--- src/rtl/mbc5_bus_master_if.sv ---
// Request/response and cartridge-bus signal bundle for mbc5_bus_master.
// The master modport is the block's view; the slave modport is the host/cartridge view.
interface mbc5_bus_master_if;
  logic        req_valid;
  logic        req_ready;
  logic        req_ram;
  logic        req_we;
  logic [22:0] req_addr;
  logic [7:0]  req_wdata;
  logic        resp_valid;
  logic [7:0]  resp_rdata;
  logic [15:0] bus_a;
  logic [7:0]  bus_dout;
  logic        bus_doe;
  logic [7:0]  bus_din;
  logic        bus_wr;
  logic        bus_rd;

  modport master (
    input  req_valid, req_ram, req_we, req_addr, req_wdata, bus_din,
    output req_ready, resp_valid, resp_rdata, bus_a, bus_dout, bus_doe, bus_wr, bus_rd
  );

  modport slave (
    output req_valid, req_ram, req_we, req_addr, req_wdata, bus_din,
    input  req_ready, resp_valid, resp_rdata, bus_a, bus_dout, bus_doe, bus_wr, bus_rd
  );
endinterface

--- src/rtl/mbc5_bus_master.sv ---
// MBC5 cartridge bus initiator: expands linear ROM/RAM requests into bank-select,
// RAM-enable and data bus cycles. Define MBC5_MASTER_BANK_CACHE_EN to skip redundant bank writes.
module mbc5_bus_master #(
  parameter int STROBE_CYCLES = 2
) (
  input logic               vb_clk,
  input logic               vb_rst,
  mbc5_bus_master_if.master bus
);
  localparam int PW = $clog2(STROBE_CYCLES + 2);
  localparam logic [PW-1:0] PH_LAST = PW'(STROBE_CYCLES + 1);
  localparam logic [PW-1:0] PH_SMP  = PW'(STROBE_CYCLES);

  typedef enum logic [2:0] {
    IDLE, BANK_LO, BANK_HI, RAM_EN, RAM_BANK, ACCESS, RESP
  } state_e;

  state_e      state_q, state_d;
  logic [PW-1:0] phase_q, phase_d;
  logic [3:0]  need_q, need_d;   // {bank_lo, bank_hi, ram_en, ram_bank}
  logic        ram_q, ram_d, we_q, we_d;
  logic [22:0] addr_q, addr_d;
  logic [7:0]  wdata_q, wdata_d;
  logic        ram_on_q, ram_on_d;
  logic [7:0]  rd_smp_q, rd_smp_d;
  logic [7:0]  rdata_q, rdata_d;
`ifdef MBC5_MASTER_BANK_CACHE_EN
  logic [8:0]  rom_bank_q, rom_bank_d;
  logic        rom_val_q, rom_val_d;
  logic [3:0]  ram_bank_q, ram_bank_d;
  logic        ram_val_q, ram_val_d;
`endif

  logic [8:0]  in_bank;
  logic        rom_banked, need_rom, need_en, need_rb;
  logic [3:0]  need_in;

  // First required step strictly after `st`, in the fixed bus-cycle order.
  function automatic state_e next_step(state_e st, logic [3:0] need);
    state_e r;
    r = ACCESS;
    if (st == IDLE && need[3])                                     r = BANK_LO;
    else if ((st == IDLE || st == BANK_LO) && need[2])             r = BANK_HI;
    else if ((st == IDLE || st == BANK_LO || st == BANK_HI) && need[1]) r = RAM_EN;
    else if (st != ACCESS && st != RAM_BANK && st != RESP && need[0])   r = RAM_BANK;
    return r;
  endfunction

  always_comb begin
    in_bank    = bus.req_addr[22:14];
    rom_banked = !bus.req_ram && !bus.req_we && (in_bank != 9'd0);
    need_en    = bus.req_ram && !ram_on_q;
`ifdef MBC5_MASTER_BANK_CACHE_EN
    need_rom   = rom_banked && !(rom_val_q && rom_bank_q == in_bank);
    need_rb    = bus.req_ram && !(ram_val_q && ram_bank_q == bus.req_addr[16:13]);
`else
    need_rom   = rom_banked;
    need_rb    = bus.req_ram;
`endif
    need_in    = {need_rom, need_rom, need_en, need_rb};
  end

  always_comb begin
    state_d  = state_q;
    phase_d  = phase_q;
    need_d   = need_q;
    ram_d    = ram_q;
    we_d     = we_q;
    addr_d   = addr_q;
    wdata_d  = wdata_q;
    ram_on_d = ram_on_q;
    rd_smp_d = rd_smp_q;
    rdata_d  = rdata_q;
`ifdef MBC5_MASTER_BANK_CACHE_EN
    rom_bank_d = rom_bank_q;
    rom_val_d  = rom_val_q;
    ram_bank_d = ram_bank_q;
    ram_val_d  = ram_val_q;
`endif
    case (state_q)
      IDLE: begin
        if (bus.req_valid) begin
          ram_d   = bus.req_ram;
          we_d    = bus.req_we;
          addr_d  = bus.req_addr;
          wdata_d = bus.req_wdata;
          need_d  = need_in;
          state_d = next_step(IDLE, need_in);
          phase_d = '0;
        end
      end
      RESP: state_d = IDLE;
      default: begin
        if (state_q == ACCESS && !we_q && phase_q == PH_SMP) rd_smp_d = bus.bus_din;
        if (phase_q != PH_LAST) begin
          phase_d = phase_q + 1'b1;
        end else begin
          phase_d = '0;
          state_d = next_step(state_q, need_q);
          case (state_q)
`ifdef MBC5_MASTER_BANK_CACHE_EN
            BANK_LO: begin
              rom_bank_d[7:0] = addr_q[21:14];
              rom_val_d       = 1'b0;
            end
            BANK_HI: begin
              rom_bank_d[8] = addr_q[22];
              rom_val_d     = 1'b1;
            end
            RAM_BANK: begin
              ram_bank_d = addr_q[16:13];
              ram_val_d  = 1'b1;
            end
`endif
            RAM_EN: ram_on_d = 1'b1;
            ACCESS: begin
              state_d = RESP;
              if (!we_q) begin
                rdata_d = rd_smp_q;
              end else if (!ram_q) begin
                // Raw MBC register write: mapper state is now unknown.
                ram_on_d = 1'b0;
`ifdef MBC5_MASTER_BANK_CACHE_EN
                rom_val_d = 1'b0;
                ram_val_d = 1'b0;
`endif
              end
            end
            default: ;
          endcase
        end
      end
    endcase
  end

  always_ff @(posedge vb_clk or posedge vb_rst) begin
    if (vb_rst) begin
      state_q  <= IDLE;
      phase_q  <= '0;
      need_q   <= '0;
      ram_q    <= 1'b0;
      we_q     <= 1'b0;
      addr_q   <= '0;
      wdata_q  <= '0;
      ram_on_q <= 1'b0;
      rd_smp_q <= '0;
      rdata_q  <= '0;
`ifdef MBC5_MASTER_BANK_CACHE_EN
      rom_bank_q <= '0;
      rom_val_q  <= 1'b0;
      ram_bank_q <= '0;
      ram_val_q  <= 1'b0;
`endif
    end else begin
      state_q  <= state_d;
      phase_q  <= phase_d;
      need_q   <= need_d;
      ram_q    <= ram_d;
      we_q     <= we_d;
      addr_q   <= addr_d;
      wdata_q  <= wdata_d;
      ram_on_q <= ram_on_d;
      rd_smp_q <= rd_smp_d;
      rdata_q  <= rdata_d;
`ifdef MBC5_MASTER_BANK_CACHE_EN
      rom_bank_q <= rom_bank_d;
      rom_val_q  <= rom_val_d;
      ram_bank_q <= ram_bank_d;
      ram_val_q  <= ram_val_d;
`endif
    end
  end

  logic [15:0] a_c;
  logic [7:0]  d_c;
  logic        wcyc, in_bus, strobe;

  // Bus outputs decode straight from state so an async reset drops them at once.
  always_comb begin
    a_c  = 16'h0000;
    d_c  = 8'h00;
    wcyc = 1'b0;
    case (state_q)
      BANK_LO:  begin a_c = 16'h2000; d_c = addr_q[21:14];         wcyc = 1'b1; end
      BANK_HI:  begin a_c = 16'h3000; d_c = {7'b0, addr_q[22]};    wcyc = 1'b1; end
      RAM_EN:   begin a_c = 16'h0000; d_c = 8'h0A;                 wcyc = 1'b1; end
      RAM_BANK: begin a_c = 16'h4000; d_c = {4'b0, addr_q[16:13]}; wcyc = 1'b1; end
      ACCESS: begin
        wcyc = we_q;
        d_c  = we_q ? wdata_q : 8'h00;
        if (ram_q)                     a_c = {3'b101, addr_q[12:0]};
        else if (we_q)                 a_c = {1'b0, addr_q[14:0]};
        else if (addr_q[22:14] == '0)  a_c = {2'b00, addr_q[13:0]};
        else                           a_c = {2'b01, addr_q[13:0]};
      end
      default: ;
    endcase
  end

  assign in_bus = (state_q != IDLE) && (state_q != RESP);
  assign strobe = (phase_q != '0) && (phase_q != PH_LAST);

  assign bus.req_ready  = (state_q == IDLE) && !vb_rst;
  assign bus.resp_valid = (state_q == RESP);
  assign bus.resp_rdata = rdata_q;
  assign bus.bus_a      = a_c;
  assign bus.bus_dout   = d_c;
  assign bus.bus_doe    = in_bus && wcyc;
  assign bus.bus_wr     = in_bus && wcyc && strobe;
  assign bus.bus_rd     = in_bus && !wcyc && strobe;
endmodule
--- src/flat_wrapper.sv ---
// flat-port wrapper written by rule: the top's interface ports become plain ports
module mbc5_bus_master_flat 
#(
  parameter int STROBE_CYCLES = 2
)
  (vb_clk, vb_rst, bus_req_valid, bus_req_ram, bus_req_we, bus_req_addr, bus_req_wdata, bus_bus_din, bus_req_ready, bus_resp_valid, bus_resp_rdata, bus_bus_a, bus_bus_dout, bus_bus_doe, bus_bus_wr, bus_bus_rd);
  mbc5_bus_master_if bus_i ();
  input logic vb_clk;
  input logic vb_rst;
  input wire logic [$bits(bus_i.req_valid)-1:0] bus_req_valid;
  input wire logic [$bits(bus_i.req_ram)-1:0] bus_req_ram;
  input wire logic [$bits(bus_i.req_we)-1:0] bus_req_we;
  input wire logic [$bits(bus_i.req_addr)-1:0] bus_req_addr;
  input wire logic [$bits(bus_i.req_wdata)-1:0] bus_req_wdata;
  input wire logic [$bits(bus_i.bus_din)-1:0] bus_bus_din;
  output wire logic [$bits(bus_i.req_ready)-1:0] bus_req_ready;
  output wire logic [$bits(bus_i.resp_valid)-1:0] bus_resp_valid;
  output wire logic [$bits(bus_i.resp_rdata)-1:0] bus_resp_rdata;
  output wire logic [$bits(bus_i.bus_a)-1:0] bus_bus_a;
  output wire logic [$bits(bus_i.bus_dout)-1:0] bus_bus_dout;
  output wire logic [$bits(bus_i.bus_doe)-1:0] bus_bus_doe;
  output wire logic [$bits(bus_i.bus_wr)-1:0] bus_bus_wr;
  output wire logic [$bits(bus_i.bus_rd)-1:0] bus_bus_rd;
  assign bus_i.req_valid = bus_req_valid;
  assign bus_i.req_ram = bus_req_ram;
  assign bus_i.req_we = bus_req_we;
  assign bus_i.req_addr = bus_req_addr;
  assign bus_i.req_wdata = bus_req_wdata;
  assign bus_i.bus_din = bus_bus_din;
  assign bus_req_ready = bus_i.req_ready;
  assign bus_resp_valid = bus_i.resp_valid;
  assign bus_resp_rdata = bus_i.resp_rdata;
  assign bus_bus_a = bus_i.bus_a;
  assign bus_bus_dout = bus_i.bus_dout;
  assign bus_bus_doe = bus_i.bus_doe;
  assign bus_bus_wr = bus_i.bus_wr;
  assign bus_bus_rd = bus_i.bus_rd;
  mbc5_bus_master #(.STROBE_CYCLES(STROBE_CYCLES)) u_core (.vb_clk(vb_clk), .vb_rst(vb_rst), .bus(bus_i));
endmodule
--- config.mk ---
export PLATFORM = sky130hd
export DESIGN_NAME = mbc5_bus_master_flat
export DESIGN_NICKNAME = d
export VERILOG_FILES = /design/src/rtl/mbc5_bus_master_if.sv /design/src/rtl/mbc5_bus_master.sv /design/src/flat_wrapper.sv
export SDC_FILE = /design/constraint.sdc
export NUM_CORES = 1
export LEC_CHECK = 0
export CAP_MARGIN = 0
export CORE_ASPECT_RATIO = 1.1
export CORE_MARGIN = 10
export CORE_UTILIZATION = 38
export CTS_BUF_LIST = sky130_fd_sc_hd__clkbuf_8 sky130_fd_sc_hd__clkbuf_16
export DETAILED_ROUTE_END_ITERATION = 10
export PLACE_DENSITY = 0.77
export SYNTH_ARGS = -nofsm -noshare
export SYNTH_HDL_FRONTEND = slang
export SYNTH_SLANG_ARGS = --single-unit
--- constraint.sdc ---
create_clock -name vb_clk -period 1.63 [get_ports vb_clk]
set_clock_uncertainty 0.05 [all_clocks]
set_input_delay 0.326 -clock vb_clk [delete_from_list [all_inputs] [get_ports vb_clk]]
set_output_delay 0.326 -clock vb_clk [all_outputs]
set_load 0.01 [all_outputs]
==> results.txt, run 1 <==
Site Rows = 32
Fin crit period = 2.006 ns
Failing checks = negative setup slack
HPWL after detailed placement = 6.351 mm
Clock Sinks = 57
Layout Cells excl Fill = 557
Layout cells sized above 1 = 0.5403
TritonCTS Buffers = 9
RSZ-0062 raised after global routing = yes
Share of flip-flops with an asynchronous set or reset = 1.000
IO Port Bufs = 80
Final period util = 1.231
Slew margin rel. = 0.7521
Final setup TNS = -14.88 ns
Pwr/cell area = 2001 nW/um^2
Place WS = -0.5104 ns
Commonest cells after routing, fill and taps aside = nand2_1 (53), dfrtp_1 (53), buf_4 (47), clkdlybuf4s50_1 (41), nand2_2 (38)
Die Ht = 110.3 um
Cell Chain, Critical Path = nand2b_4 -> nor2_4 -> buf_6 -> nand3_4 -> nand3_2 -> buf_6
Layout Utilization = 0.7316
Max FO, Critical Path = 5
Initial antenna violation count = 0
Post-synth EDFFs = 0
Crit path DAT = 1.63 ns
Area growth, synth to finish = 85.28%
Top_reg_cell synth = dfrtp_1
MaxCap Viol Count = 0
DRT iter0 DRCs = 212
Initial core utilization = 0.3948
Mapped Area = 2814 um^2
Gr usage total = 0.1684
Global-route wire length before repair = 14.80 mm
Final ANT Viol Nets = 0
Synthesized flop and latch total = 57
CP Capture Type = primary output
Area after DPL = 4124 um^2
Crit start category = flop
Hold Vio Cnt, Final = 0
Clk slew on worst S/H paths = 0.07 ns
Pin count of the biggest net entering global routing = 58
Worst vdd ir = 1.083 mV
Vias in the first global route = 2,945
Total gr overflow = 0
Lkg Pwr = 2.565 nW
CTS tree = built
Vias/cell = 5.418
DRC = 0
Die ar. = 11,250 um^2
Cell count after synthesis = 311
Syn_nets = 357
Final Max Slew Viols = 0
Post-Syn Area per Cell = 9.048 um^2
Sequential area share after synthesis = 0.5069
Via count = 3,018
Ant diodes = 0
Final worst slack = -0.3761 ns
Wire length per cell = 19.65 um
Layout fillers = 444
Num ports = 81
Placed cell count = 515
Cell mode on critical path = buf_6
Final RePlAce weighted congestion = 0.8503
Clock Latency Late Sink = 0.34 ns
Hold-fix buffers, CTS = 0
Hold Path Class = input port to flop
Hold slack = 0.2258 ns
# nets final = 513
WS Path Type = flop to primary output
Overall power = 10.43 mW
H-tree levels = 3
Run status = complete, but fails checks
Crit path max-delay cell type = dfrtp_2
Yosys warnings = 0
Routed WL = 10.95 mm
Fmax = 498.5 MHz
Max Root-Sink Buffers = 2
Die Width = 102.1 um
Top delay family on crit path = simple AND/OR/NAND/NOR gates
Drt pass-1 iters = 4
Endpoints failing setup = 83
Worst Path Buf+Inv = 2
Crit path required time = 1.25 ns
Critical Path Max Stage Delay = 0.46 ns
Worst slew pin tran = 0.3718 ns
CORE AREA = 7127 um^2
Fin area = 5214 um^2
Post-synth cell types = 42
Clock Tree Root = clkbuf_8
-- tightest hold or removal path, delay by kind of cell --
| family | cells | cell delay (ns) |
|---|---|---|
| buffers and inverters | 1 | 0.15 |
| and+or+nand+nor | 2 | 0.11 |
-- logic make-up (layout without fill, tap and decap cells) --
family | Yosys count | after routing | synth area share
buf+inv | 26 | 187 | 0.03780
mux | 16 | 16 | 0.06403
flops | 57 | 57 | 0.5069
fa+ha+maj | 2 | 2 | 0.008891
simple gates | 160 | 160 | 0.2646
compound gates | 50 | 50 | 0.1178
-- flip-flops by register name, indices dropped and copies added (netlist names) --
register and flops:
u_core.addr_q 23, u_core.bus.resp_rdata 8, u_core.rd_smp_q 8, u_core.wdata_q 8, u_core.need_q 3, u_core.state_q 3, u_core.phase_q 2, u_core.ram_on_q 1
u_core.we_q 1
-- layout make-up --
cell class / instances / area, um^2 / area share
clock buffer: 9 / 123.9 / 0.02376
clock inverter: 7 / 125.1 / 0.02400
inverter: 9 / 42.54 / 0.008159
multi-input combinational: 228 / 1763 / 0.3381
sequential: 57 / 1431 / 0.2745
tap: 85 / 106.4 / 0.02040
timing repair buffer: 162 / 1622 / 0.3110
-- cell usage after synthesis, types with 2 or more instances --
master / instances / area (um^2)
a21boi_0: 2 / 15.01
a21oi_1: 11 / 55.05
a22o_1: 2 / 17.52
a22oi_1: 2 / 15.01
a32oi_1: 2 / 17.52
a41oi_1: 2 / 17.52
and2_1: 15 / 93.84
buf_2: 7 / 35.03
clkbuf_1: 10 / 37.54
clkinv_1: 2 / 7.510
dfrtp_1: 57 / 1426
ha_1: 2 / 25.02
inv_1: 7 / 26.28
mux2_2: 15 / 168.9
nand2_1: 102 / 382.9
nand2_2: 2 / 12.51
nand2b_1: 7 / 43.79
nand3_1: 11 / 55.05
nor2_1: 8 / 30.03
nor2b_1: 3 / 18.77
nor4_1: 3 / 18.77
o211ai_1: 2 / 15.01
o21ai_0: 14 / 70.07
o221ai_1: 3 / 26.28
o22ai_1: 2 / 12.51
or3_1: 2 / 12.51
-- worst paths after layout --
kind                                                from                             to  slack, ns  depth (start not counted)
min reg2reg                 u_core.addr_q[0]$_DFFE_PP0P_   u_core.addr_q[0]$_DFFE_PP0P_       0.42                          2
min                                     bus_req_addr[21]  u_core.addr_q[21]$_DFFE_PP0P_       0.23                          3
max reg2reg                u_core.state_q[1]$_DFFE_PP0P_  u_core.wdata_q[4]$_DFFE_PP0P_      -0.20                          9
max                        u_core.state_q[1]$_DFFE_PP0P_                bus_bus_dout[1]      -0.38                          6
max in group asynchronous                         vb_rst  u_core.state_q[0]$_DFFE_PP0P_       0.81                          3
min in group asynchronous                         vb_rst  u_core.wdata_q[0]$_DFFE_PP0P_       0.46                          3
-- routing by layer --
layer	share of wire	global-route usage	wire length [um]	up-vias
li1	-	-	-	1378
met1	0.39	0.1958	4301	1488
met2	0.52	0.2859	5712	124
met3	0.057	0.05417	629	28
met4	0.028	0.05948	303	0
met5	0	0	0	-
-- report_power, final --
part	internal, mW	switching, mW	total [mW]
clock	1.03	0.636	1.67
sequential	2.10	0.558	2.65
combinational	3.21	2.90	6.11
total	6.34	4.10	10.4
-- what timing repair did --
action / CTS / global route
gates cloned: 3 / 3
buffers inserted: 12 / 10
pin swaps: 32 / 74
resized for setup: 196 / 119
endpoints found under the setup margin: 87 / 88
Note: power is estimated with default switching activity, not from simulation.
==> run 2: changes to the inputs <==
--- a/config.mk
+++ b/config.mk
@@ -5,7 +5,7 @@
 export SDC_FILE = /design/constraint.sdc
 export NUM_CORES = 1
 export LEC_CHECK = 0
-export CAP_MARGIN = 0
+export CAP_MARGIN = 15
 export CORE_ASPECT_RATIO = 1.1
 export CORE_MARGIN = 10
 export CORE_UTILIZATION = 38
==> results of run 2 <==
The final DEF is identical to that of run 1; final timing and power are the same.
==> run 3: changes to the inputs <==
--- a/config.mk
+++ b/config.mk
@@ -11,7 +11,8 @@
 export CORE_UTILIZATION = 38
 export CTS_BUF_LIST = sky130_fd_sc_hd__clkbuf_8 sky130_fd_sc_hd__clkbuf_16
 export DETAILED_ROUTE_END_ITERATION = 10
-export PLACE_DENSITY = 0.77
+export HOLD_SLACK_MARGIN = 0.12
+export PLACE_DENSITY = 0.74
 export SYNTH_ARGS = -nofsm -noshare
 export SYNTH_HDL_FRONTEND = slang
 export SYNTH_SLANG_ARGS = --single-unit
==> constraint.sdc (replaced) <==
create_clock -name vb_clk -period 2 [get_ports vb_clk]
set_clock_uncertainty 0.05 [all_clocks]
set_input_delay 0.4 -clock vb_clk [delete_from_list [all_inputs] [get_ports vb_clk]]
set_output_delay 0.4 -clock vb_clk [all_outputs]
set_load 0.01 [all_outputs]
==> run 3 against run 2 <==
Against the previous run:
- the run still ends with negative setup slack left
- flip-flop and latch count is the same
- clock power shrank 19%
- first-iteration DRC count shrank 1.9%
- sequential power shrank 21%
- final cell count shrank 5.2%
- critical path depth is the same
- utilization shrank 10 points
- via count shrank 11%
- wire length shrank 19%
- die area is the same
- hold slack gained 0.17 ns
- worst setup slack gained 0.35 ns
==> results.txt, run 3 (same netlist as run 1, synthesis figures left out) <==
Die Ht = 110.3 um (unchanged)
Routed WL = 8.883 mm (-19%)
Hold-fix buffers, CTS = 0 (unchanged)
H-tree levels = 3 (unchanged)
Fmax = 492.7 MHz
Drt pass-1 iters = 4 (unchanged)
Hold Path Class = input port to asynchronous set/reset pin
Combinational share of power = 0.530 (-0.056)
Final ANT Viol Nets = 0 (unchanged)
RSZ-0062 raised after global routing = yes
DRC = 0 (unchanged)
Final RePlAce weighted congestion = 0.9196 (+8.2%)
# nets final = 484 (-5.7%)
Commonest non-fill, non-tap cell in the layout = nand2_1
Total gr overflow = 0 (unchanged)
HPWL after detailed placement = 6.431 mm (+1.3%)
Global-route wire length before repair = 14.20 mm (-4.1%)
Gr usage total = 0.1618 (-0.006588)
Clk slew on worst S/H paths = 0.07 ns (about the same)
MaxCap Viol Count = 0 (unchanged)
Switching share of power = 0.3771 (-0.01562)
Endpoints failing setup = 2 (-98%)
Clock Tree Root = clkbuf_8
Lkg Pwr = 2.117 nW (-17%)
Commonest cells after routing, fill and taps aside = nand2_1 (100), dfrtp_1 (55), clkdlybuf4s50_1 (51), buf_4 (41), buf_6 (18)
Die Width = 102.1 um (unchanged)
Hold slack = 0.3935 ns (+0.1677 ns)
Failing checks = negative setup slack
Vias/cell = 5.110 (-5.7%)
Crit path DAT = 1.58 ns (-0.05 ns)
Crit path required time = 1.55 ns (+0.30 ns)
Layout Cells excl Fill = 528 (-5.2%)
Clock share of power = 0.185 (+0.025)
Area growth, synth to finish = 58.96%
Clock Sinks = 57 (unchanged)
Pwr/cell area = 1644 nW/um^2 (-18%)
Initial core utilization = 0.3948 (unchanged)
Hold Vio Cnt, Final = 0 (unchanged)
Num ports = 81 (unchanged)
Die ar. = 11,250 um^2 (unchanged)
DRT iter0 DRCs = 208 (-1.9%)
CP Capture Type = primary output
Run status = complete, but fails checks
Max FO, Critical Path = 6 (+1)
Psw = 2.773 mW (-32%)
Place WS = -0.1532 ns (+0.3572 ns)
CORE AREA = 7127 um^2 (unchanged)
Most flops, register = u_core.addr_q
Final period util = 1.015
Placed cell count = 505 (-1.9%)
Slew margin rel. = 0.6921 (-0.05999)
Layout cells sized above 1 = 0.3657 (-0.1746)
Pint = 4.581 mW (-28%)
Final worst slack = -0.02981 ns (+0.3463 ns)
Initial antenna violation count = 0 (unchanged)
TritonCTS Buffers = 9 (unchanged)
Ant diodes = 0 (unchanged)
Sequential power share = 0.285 (+0.031)
Final Max Slew Viols = 0 (unchanged)
Vias in the first global route = 2,776 (-5.7%)
Max Root-Sink Buffers = 2 (unchanged)
Site Rows = 32 (unchanged)
Via count = 2,698 (-11%)
Fin crit period = 2.030 ns
Final setup TNS = -0.03731 ns (+14.84 ns)
Crit start category = flop
Worst vdd ir = 0.7426 mV (-31%)
Max reg flops = 23 (unchanged)
IO Port Bufs = 80 (unchanged)
Clock Latency Late Sink = 0.34 ns (about the same)
Pin count of the biggest net entering global routing = 26 (-55%)
WS Path Type = flop to primary output
Worst slew pin tran = 0.4612 ns (+0.08932 ns)
Wire length per cell = 16.82 um (-14%)
CTS tree = built
==> run 3: critical path: stages, from the launching register on <==
cell and delay [ns]:
dfrtp_1 0.42, buf_6 0.16, buf_8 0.13, nor3_4 0.20
a21oi_2 0.06, and2_1 0.14, buf_2 0.13
==> run 3: power by group through the flow <==
stage | Clock (mW) | Sequential [mW] | Combinational, mW
floorplan | 0 | 2.00 | 1.74
global placement | 0 | 2.02 | 3.52
detailed placement | 0 | 2.05 | 3.57
CTS | 1.38 | 2.06 | 3.64
global route | 1.44 | 2.16 | 4.26
finish | 1.36 | 2.10 | 3.90
==> run 3: layer usage <==
layer | wire, um | vias up | part of all wire | track usage
met5 | 0 | - | 0 | 0
met4 | 134 | 0 | 0.015 | 0.05343
met3 | 590 | 14 | 0.066 | 0.05791
met2 | 4405 | 96 | 0.50 | 0.2653
met1 | 3752 | 1275 | 0.42 | 0.1939
li1 | - | 1313 | - | -
==> run 3: cell type report <==
type,instances,area [um^2]
tap,85,106.4
fill,601,2654
clock inverter,7,125.1
sequential,57,1429
timing repair buffer,133,1221
multi-input combinational,228,1430
clock buffer,9,123.9
inverter,9,37.54
==> run 3: metrics by stage <==
stage / instance area, um^2 / power [mW] / util
2_1_floorplan: 2814 / 3.734 / -
3_3_place_gp: 4056 / 5.539 / 0.5692
3_5_place_dp: 4056 / 5.616 / 0.5692
4_1_cts: 4310 / 7.076 / 0.6048
5_1_grt: 4473 / 7.862 / 0.6276
6_report: 4473 / 7.355 / 0.6276
==> run 3: final timing paths <==
check                           depth (start not counted)                            end                          start  slack (ns)
worst max register to register                          6  u_core.state_q[0]$_DFFE_PP0P_  u_core.state_q[1]$_DFFE_PP0P_        0.13
max in group asynchronous                               3  u_core.wdata_q[1]$_DFFE_PP0P_                         vb_rst        1.02
min in group vb_clk                                     2   u_core.addr_q[0]$_DFFE_PP0P_   u_core.addr_q[0]$_DFFE_PP0P_        0.43
worst max-delay path                                    6                     bus_bus_wr  u_core.state_q[1]$_DFFE_PP0P_       -0.03
worst min-delay path                                    2  u_core.addr_q[12]$_DFFE_PP0P_                         vb_rst        0.39
worst min register to register                          2   u_core.addr_q[0]$_DFFE_PP0P_   u_core.addr_q[0]$_DFFE_PP0P_        0.43
==> run 3: repair_timing <==
item	in CTS	in global routing
setup endpoints to repair	29	55
gates cloned	1	0
pin swaps	5	6
setup buffers	3	3
gates resized for setup	146	45
